<file path="src/rtl/alu_pkg.sv">
// Shared types for the iterative multiply/divide unit: funct3 op encoding,
// FSM states and small op-class decode helpers.
package alu_pkg;

    typedef enum logic [2:0] {
        OP_MUL    = 3'b000,
        OP_MULH   = 3'b001,
        OP_MULHSU = 3'b010,
        OP_MULHU  = 3'b011,
        OP_DIV    = 3'b100,
        OP_DIVU   = 3'b101,
        OP_REM    = 3'b110,
        OP_REMU   = 3'b111
    } muldiv_op_t;

    typedef enum logic [1:0] {
        S_IDLE = 2'd0,
        S_CALC = 2'd1,
        S_FIX  = 2'd2,
        S_DONE = 2'd3
    } muldiv_state_t;

    function automatic logic is_div(input muldiv_op_t op);
        logic [2:0] b;
        b = op;
        return b[2];
    endfunction

    function automatic logic is_rem(input muldiv_op_t op);
        logic [2:0] b;
        b = op;
        return b[2] & b[1];
    endfunction

    // Multiplies that return the upper half of the double-width product.
    function automatic logic is_mulh(input muldiv_op_t op);
        logic [2:0] b;
        b = op;
        return !b[2] && (b[1:0] != 2'b00);
    endfunction

endpackage

</file>
<file path="src/rtl/alu_muldiv_abs.sv">
// Combinational conditional two's-complement negate; used both to take operand
// magnitudes and to restore the sign of the final result.
module alu_muldiv_abs #(
    parameter int WIDTH = 32
) (
    input  logic [WIDTH-1:0] val_i,
    input  logic             neg_i,
    output logic [WIDTH-1:0] val_o
);

    assign val_o = neg_i ? (~val_i + WIDTH'(1)) : val_i;

endmodule

</file>
<file path="src/rtl/alu_muldiv_iter.sv">
// Iterative RISC-V M-extension unit: shift-add multiply, restoring divide, one bit
// per cycle. Define MULDIV_EARLY_OUT_EN to enable multiply/divide early exit.
module alu_muldiv_iter
    import alu_pkg::*;
#(
    parameter  int DATA_WIDTH = 32,
    localparam int CNT_W      = $clog2(DATA_WIDTH)
) (
    input  logic                  clk,
    input  logic                  rst_n,
    input  logic                  flush,
    input  logic                  in_valid,
    output logic                  in_ready,
    input  muldiv_op_t            op,
    input  logic [DATA_WIDTH-1:0] src1,
    input  logic [DATA_WIDTH-1:0] src2,
    output logic                  out_valid,
    input  logic                  out_ready,
    output logic [DATA_WIDTH-1:0] result,
    output logic                  busy
);

    localparam int W = DATA_WIDTH;
    localparam logic [W-1:0] MIN_VAL = {1'b1, {(W-1){1'b0}}};

    muldiv_state_t  state_q;
    muldiv_op_t     op_q;
    logic [CNT_W-1:0] cnt_q;
    logic [2*W-1:0] acc_q, acc_d;
    logic [2*W-1:0] opa_q, opa_d;
    logic [W-1:0]   opb_q, opb_d;
    logic           neg_q;
    logic [W-1:0]   result_q;
    logic           out_valid_q;

    assign in_ready  = (state_q == S_IDLE) && !flush;
    assign out_valid = out_valid_q;
    assign result    = result_q;
    assign busy      = (state_q != S_IDLE);

    // Request decode: operand signedness, magnitudes and special cases.
    logic         sign_a, sign_b, neg_in;
    logic [W-1:0] mag_a, mag_b;
    logic         div_zero, div_ovf, special;
    logic [W-1:0] special_res;

    assign sign_a = src1[W-1] && (op inside {OP_MULH, OP_MULHSU, OP_DIV, OP_REM});
    assign sign_b = src2[W-1] && (op inside {OP_MULH, OP_DIV, OP_REM});
    assign neg_in = is_rem(op) ? sign_a : (sign_a ^ sign_b);

    alu_muldiv_abs #(.WIDTH(W)) u_abs_a (.val_i(src1), .neg_i(sign_a), .val_o(mag_a));
    alu_muldiv_abs #(.WIDTH(W)) u_abs_b (.val_i(src2), .neg_i(sign_b), .val_o(mag_b));

    assign div_zero = is_div(op) && (src2 == '0);
    assign div_ovf  = (op == OP_DIV || op == OP_REM) && (src1 == MIN_VAL) && (src2 == '1);

`ifdef MULDIV_EARLY_OUT_EN
    logic div_small;
    assign div_small = is_div(op) && (mag_b > mag_a);
    assign special   = div_zero || div_ovf || div_small;
`else
    assign special   = div_zero || div_ovf;
`endif

    always_comb begin
        special_res = '0;
        if (div_zero)
            special_res = is_rem(op) ? src1 : '1;
        else if (div_ovf)
            special_res = is_rem(op) ? '0 : MIN_VAL;
        else
            special_res = is_rem(op) ? src1 : '0;
    end

    // One iteration: acc holds {remainder, dividend/quotient} for divide and the
    // running product for multiply, where opa is the left-shifting multiplicand.
    logic [W:0] rem_sh;
    always_comb begin
        acc_d  = acc_q;
        opa_d  = opa_q;
        opb_d  = opb_q;
        rem_sh = '0;
        if (is_div(op_q)) begin
            rem_sh = {acc_q[2*W-1:W], acc_q[W-1]};
            if (rem_sh < {1'b0, opa_q[W-1:0]})
                acc_d = {rem_sh[W-1:0], acc_q[W-2:0], 1'b0};
            else
                acc_d = {rem_sh[W-1:0] - opa_q[W-1:0], acc_q[W-2:0], 1'b1};
        end else begin
            if (opb_q[0])
                acc_d = acc_q + opa_q;
            opa_d = opa_q << 1;
            opb_d = opb_q >> 1;
        end
    end

    logic calc_last;
`ifdef MULDIV_EARLY_OUT_EN
    assign calc_last = (cnt_q == '0) || (!is_div(op_q) && (opb_d == '0));
`else
    assign calc_last = (cnt_q == '0);
`endif

    logic [2*W-1:0] fix_in, fix_out;
    logic [W-1:0]   fix_res;
    assign fix_in  = !is_div(op_q) ? acc_q
                   : {{W{1'b0}}, (is_rem(op_q) ? acc_q[2*W-1:W] : acc_q[W-1:0])};
    alu_muldiv_abs #(.WIDTH(2*W)) u_fix (.val_i(fix_in), .neg_i(neg_q), .val_o(fix_out));
    assign fix_res = is_mulh(op_q) ? fix_out[2*W-1:W] : fix_out[W-1:0];

    always_ff @(posedge clk) begin
        if (!rst_n) begin
            state_q     <= S_IDLE;
            op_q        <= OP_MUL;
            cnt_q       <= '0;
            acc_q       <= '0;
            opa_q       <= '0;
            opb_q       <= '0;
            neg_q       <= 1'b0;
            result_q    <= '0;
            out_valid_q <= 1'b0;
        end else if (flush && state_q != S_IDLE) begin
            state_q     <= S_IDLE;
            out_valid_q <= 1'b0;
        end else begin
            case (state_q)
                S_IDLE: begin
                    if (in_valid && in_ready) begin
                        op_q  <= op;
                        neg_q <= neg_in;
                        if (special) begin
                            result_q    <= special_res;
                            out_valid_q <= 1'b1;
                            state_q     <= S_DONE;
                        end else begin
                            acc_q   <= is_div(op) ? {{W{1'b0}}, mag_a} : '0;
                            opa_q   <= {{W{1'b0}}, (is_div(op) ? mag_b : mag_a)};
                            opb_q   <= is_div(op) ? '0 : mag_b;
                            cnt_q   <= CNT_W'(W - 1);
                            state_q <= S_CALC;
                        end
                    end
                end
                S_CALC: begin
                    acc_q <= acc_d;
                    opa_q <= opa_d;
                    opb_q <= opb_d;
                    cnt_q <= cnt_q - CNT_W'(1);
                    if (calc_last)
                        state_q <= S_FIX;
                end
                S_FIX: begin
                    result_q    <= fix_res;
                    out_valid_q <= 1'b1;
                    state_q     <= S_DONE;
                end
                S_DONE: begin
                    if (out_ready) begin
                        out_valid_q <= 1'b0;
                        state_q     <= S_IDLE;
                    end
                end
                default: state_q <= S_IDLE;
            endcase
        end
    end

endmodule

</file>
<file path="config.mk">
export PLATFORM = sky130hd
export DESIGN_NAME = alu_muldiv_iter
export DESIGN_NICKNAME = d
export VERILOG_FILES = /design/src/rtl/alu_pkg.sv /design/src/rtl/alu_muldiv_abs.sv /design/src/rtl/alu_muldiv_iter.sv
export SDC_FILE = /design/constraint.sdc
export NUM_CORES = 1
export LEC_CHECK = 0
export BUFFER_PORTS_ARGS = -buffer_cell sky130_fd_sc_hd__buf_2
export CORE_MARGIN = 5
export CORE_UTILIZATION = 60
export CTS_CLUSTER_SIZE = 30
export DETAILED_ROUTE_END_ITERATION = 10
export MAX_ROUTING_LAYER = met4
export PLACE_DENSITY = 0.75
export RECOVER_POWER = 100
export SLEW_MARGIN = 40
export SYNTH_ARGS = -nofsm -noshare
export SYNTH_HDL_FRONTEND = slang
export SYNTH_HIERARCHICAL = 1
export SYNTH_SLANG_ARGS = --single-unit
</file>
<file path="constraint.sdc">
create_clock -name clk -period 4.62 [get_ports clk]
set_input_delay 0 -clock clk [delete_from_list [all_inputs] [get_ports clk]]
set_output_delay 0 -clock clk [all_outputs]
set_load 0.005 [all_outputs]
</file>
==> impl_metrics.py <==
metrics = {
    "run_status": {
        "status": "completed",
    },
    "setup_path": {
        "critPathMaxFanout": 32,
        "setup.worst_path.start_class": "register",
        "cp.arrival_ns": 4.58,
        "crit_type": "reg -> reg",
        "critPathRequiredTime_ns": 4.98,
        "end_kind": "register",
    },
    "timing": {
        "setup_tns_ns": 0,
        "relSlewSlack": 0.03575,
        "fmax_mhz": 237.0,
        "slew_viol_final": 0,
        "setup_viol": 0,
        "rsz0062_at_grt": "false",
        "clock_skew_ns": 0.01683,
        "hold_violations": 0,
        "tightest_slew_ns": 1.446,
        "fin_crit_sh": 0.9132,
        "setup_ws_ns": 0.4012,
        "period_needed_ns": 4.219,
    },
    "clock_tree": {
        "clk_latency_ns": 0.57,
        "clk_pin_slew_worst_paths_ns": 0.06,
        "clockBufferDepth": 3,
        "cts_tree": "built",
        "cts_max_level": 1,
        "cts_buffers": 25,
        "root_buffer": "clkbuf_16",
        "numClockSinks": 204,
    },
    "global_routing": {
        "grt_start_max_net_pins": 75,
        "antenna_found_initial": 4,
        "grtUsageTotal": 0.3959,
        "grt_pass1_vias": 18710,
        "grt_pass1_wl_um": 109300,
        "grt_overflow": 0,
    },
    "logic_synthesis": {
        "yosys.area_share.adder": 0.07125,
        "synth-simple-area-share": 0.2205,
        "synth_xor_area_frac": 0.09633,
        "synth_mux_area_frac": 0.06486,
        "synth_edf_count": 0,
        "async_flop_share": 0,
        "ys_seq_elements": 204,
        "synthFlopType": "dfxtp_1",
        "synth_cell_types": 100,
        "syn_inst": 2478,
        "synth_compound_area_frac": 0.2841,
        "synthesis.nets": 2657,
        "ys_seq_area_frac": 0.2149,
        "ys_warn_count": 6,
        "synth_top_family_by_area": "compound AO/OA/AOI/OAI gates",
        "synth_area_per_cell_um2": 7.668,
        "syn_area_um2": 19000,
    },
    "placement": {
        "dpl.cell_count": 2860,
        "dpl.hpwl_um": 53800,
        "preCtsSetupSlack_ns": 0.7470,
        "gp_congestion": 1.052,
        "io_buffers": 106,
    },
    "detailed_routing": {
        "viasPerCell": 6.891,
        "drcViolationCount": 0,
        "wl_met3_um": 7009,
        "via_count": 20330,
        "drt-pass1-iter-count": 8,
        "drt_iter0_markers": 2580,
        "ant_nets": 0,
        "wire_per_inst_um": 24.33,
        "met1_length_um": 29760,
        "wl_met2_um": 31350,
        "drt-total-wl_um": 71810,
        "routed.top_layer": "met4",
    },
    "layout": {
        "final_cell_mix": "288 x nand2_1, 219 x o21ai_0, 203 x dfxtp_1",
        "nNetsFinal": 2706,
        "drive_gt1_frac": 0.1178,
        "finalNonFillerCells": 2951,
        "final_common_cell": "nand2_1",
        "area_growth_pct": 9.732,
        "utilization": 0.6642,
    },
    "pwr": {
        "p_comb_frac": 0.500,
        "p_int_mw": 4.774,
        "power_leakage_nw": 8.053,
        "seqPwrFrac": 0.258,
        "peakVddDrop_mv": 0.3439,
        "pwr-share-clk": 0.242,
        "swShare": 0.4501,
        "switching_power_mw": 3.907,
        "p_per_area_nw_per_um2": 416.3,
    },
    "floorplanning": {
        "fp-row-count": 65,
        "core_um2": 31390,
        "pin_count": 107,
        "dieWidth_um": 188.0,
        "fp.dieH_um": 188.0,
        "dieArea_um2": 35330,
        "start_util": 0.6053,
    },
    "run": {
        "cap_violations": 0,
    },
    "worst_hold_path": {
        "hp-class": "in -> reg",
    },
}
==> sequential cells by signal, summed over array words and instances (netlist names) <==
name	count
acc_q	64
opa_q	64
opb_q	32
result	32
cnt_q	5
op_q	3
state_q	2
neg_q	1
out_valid	1
==> Yosys cell counts, types with 10 or more instances <==
cell      instances  area [µm²]
nand2_1         288        1081
o21ai_0         218        1091
dfxtp_1         204        4084
xnor2_1         176        1541
nor2_1          171       641.9
a21oi_1         162       810.8
clkbuf_1        113       424.2
ha_1            105        1314
inv_1            69       259.0
mux2_2           65       732.0
a22oi_1          54       405.4
nor3_1           52       260.3
a21o_1           51       382.9
mux2i_1          50       500.5
nor2b_1          48       300.3
nand3_1          47       235.2
a31oi_1          46       287.8
o31ai_1          43       322.8
nand4_1          37       231.5
a221oi_1         36       315.3
xor2_1           33       289.0
a211oi_1         31       232.7
nand2b_1         26       162.7
nor4_1           20       125.1
o211ai_1         20       150.1
o41ai_1          18       157.7
a222oi_1         17       170.2
buf_1            17       63.81
buf_2            17       85.08
o21bai_1         17       127.6
or3_1            14       87.58
and3_1           13       81.33
or4_1            13       97.59
o41ai_2          12       195.2
or2_2            12       75.07
and2_1           10       62.56
==> worst paths after layout <==
path	from	endpoint	slack, ns	cells past startpoint
worst min-delay path	src2[2]	opb_q[2]$_SDFFE_PN0P_	0.04	4
worst min register to register	opb_q[31]$_SDFFE_PN0P_	opb_q[31]$_SDFFE_PN0P_	0.46	2
worst max-delay path	op_q[1]$_SDFFE_PN0P_	result[0]$_SDFFE_PN0P_	0.40	11
worst max register to register	op_q[1]$_SDFFE_PN0P_	result[0]$_SDFFE_PN0P_	0.40	11
==> power by group through the flow <==
| stage | Combinational (mW) | Clock, mW | Sequential (mW) |
|---|---|---|---|
| 2_1_floorplan | 3.16 | 0 | 2.14 |
| 3_3_place_gp | 4.12 | 0 | 2.25 |
| 3_5_place_dp | 4.18 | 0 | 2.26 |
| 4_1_cts | 4.25 | 2.10 | 2.22 |
| 5_1_grt | 4.66 | 2.19 | 2.25 |
| 6_report | 4.34 | 2.10 | 2.24 |
==> cell type report <==
cell class	count	area, µm²
antenna	3	7.507
sequential	204	4088
fill	2807	10540
inverter	71	269.0
timing repair buffer	178	1129
clock buffer	33	695.7
clock inverter	13	153.9
tap	402	503.0
multi-input combinational	2047	14010
==> per-layer routing <==
metal / track usage / vias to the layer above
met4: 0.1640 / 0
met5: - / -
met3: 0.07427 / 243
li1: - / 9287
met2: 0.5863 / 1118
met1: 0.5317 / 9686
==> timing repair <==
item	in CTS	in global routing
hold endpoints to repair	47	0
setup buffers	0	0
hold buffers	42	0
gates resized for setup	0	0
==> logic make-up (layout without fill, tap and decap cells) <==
group                    after synthesis  in the layout
AND/OR/NAND/NOR                      814            814
adder cells (fa/ha/maj)              107            107
AO/OA/AOI/OAI                        802            802
XOR/XNOR                             209            209
buffers and inverters                227            295
flip-flops                           204            204
other                                  0              3
multiplexers                         115            115
==> per-stage QoR <==
step | total power [mW] | hold WS [ns] | area (µm²)
after floorplan | 5.302 | 0.1475 | 19000
after global placement | 6.375 | 0.3145 | 19680
after detailed placement | 6.446 | 0.3374 | 19690
after CTS | 8.574 | 0.01939 | 20960
after global routing | 9.103 | 0.06580 | 20850
final | 8.681 | 0.04274 | 20850
==> critical path, cell delays in order (launching register included) <==
cell and delay [ns]:
dfxtp_1 0.33, nand2_1 0.06, clkbuf_2 0.72, mux2_2 0.46, or4_4 0.60, nor4b_4 0.35, nand3_1 0.51, o31ai_1 0.46
xnor2_1 0.10, mux2_2 0.27, nand2_1 0.07, a31oi_1 0.08
Note: power is estimated with default switching activity, not from simulation.
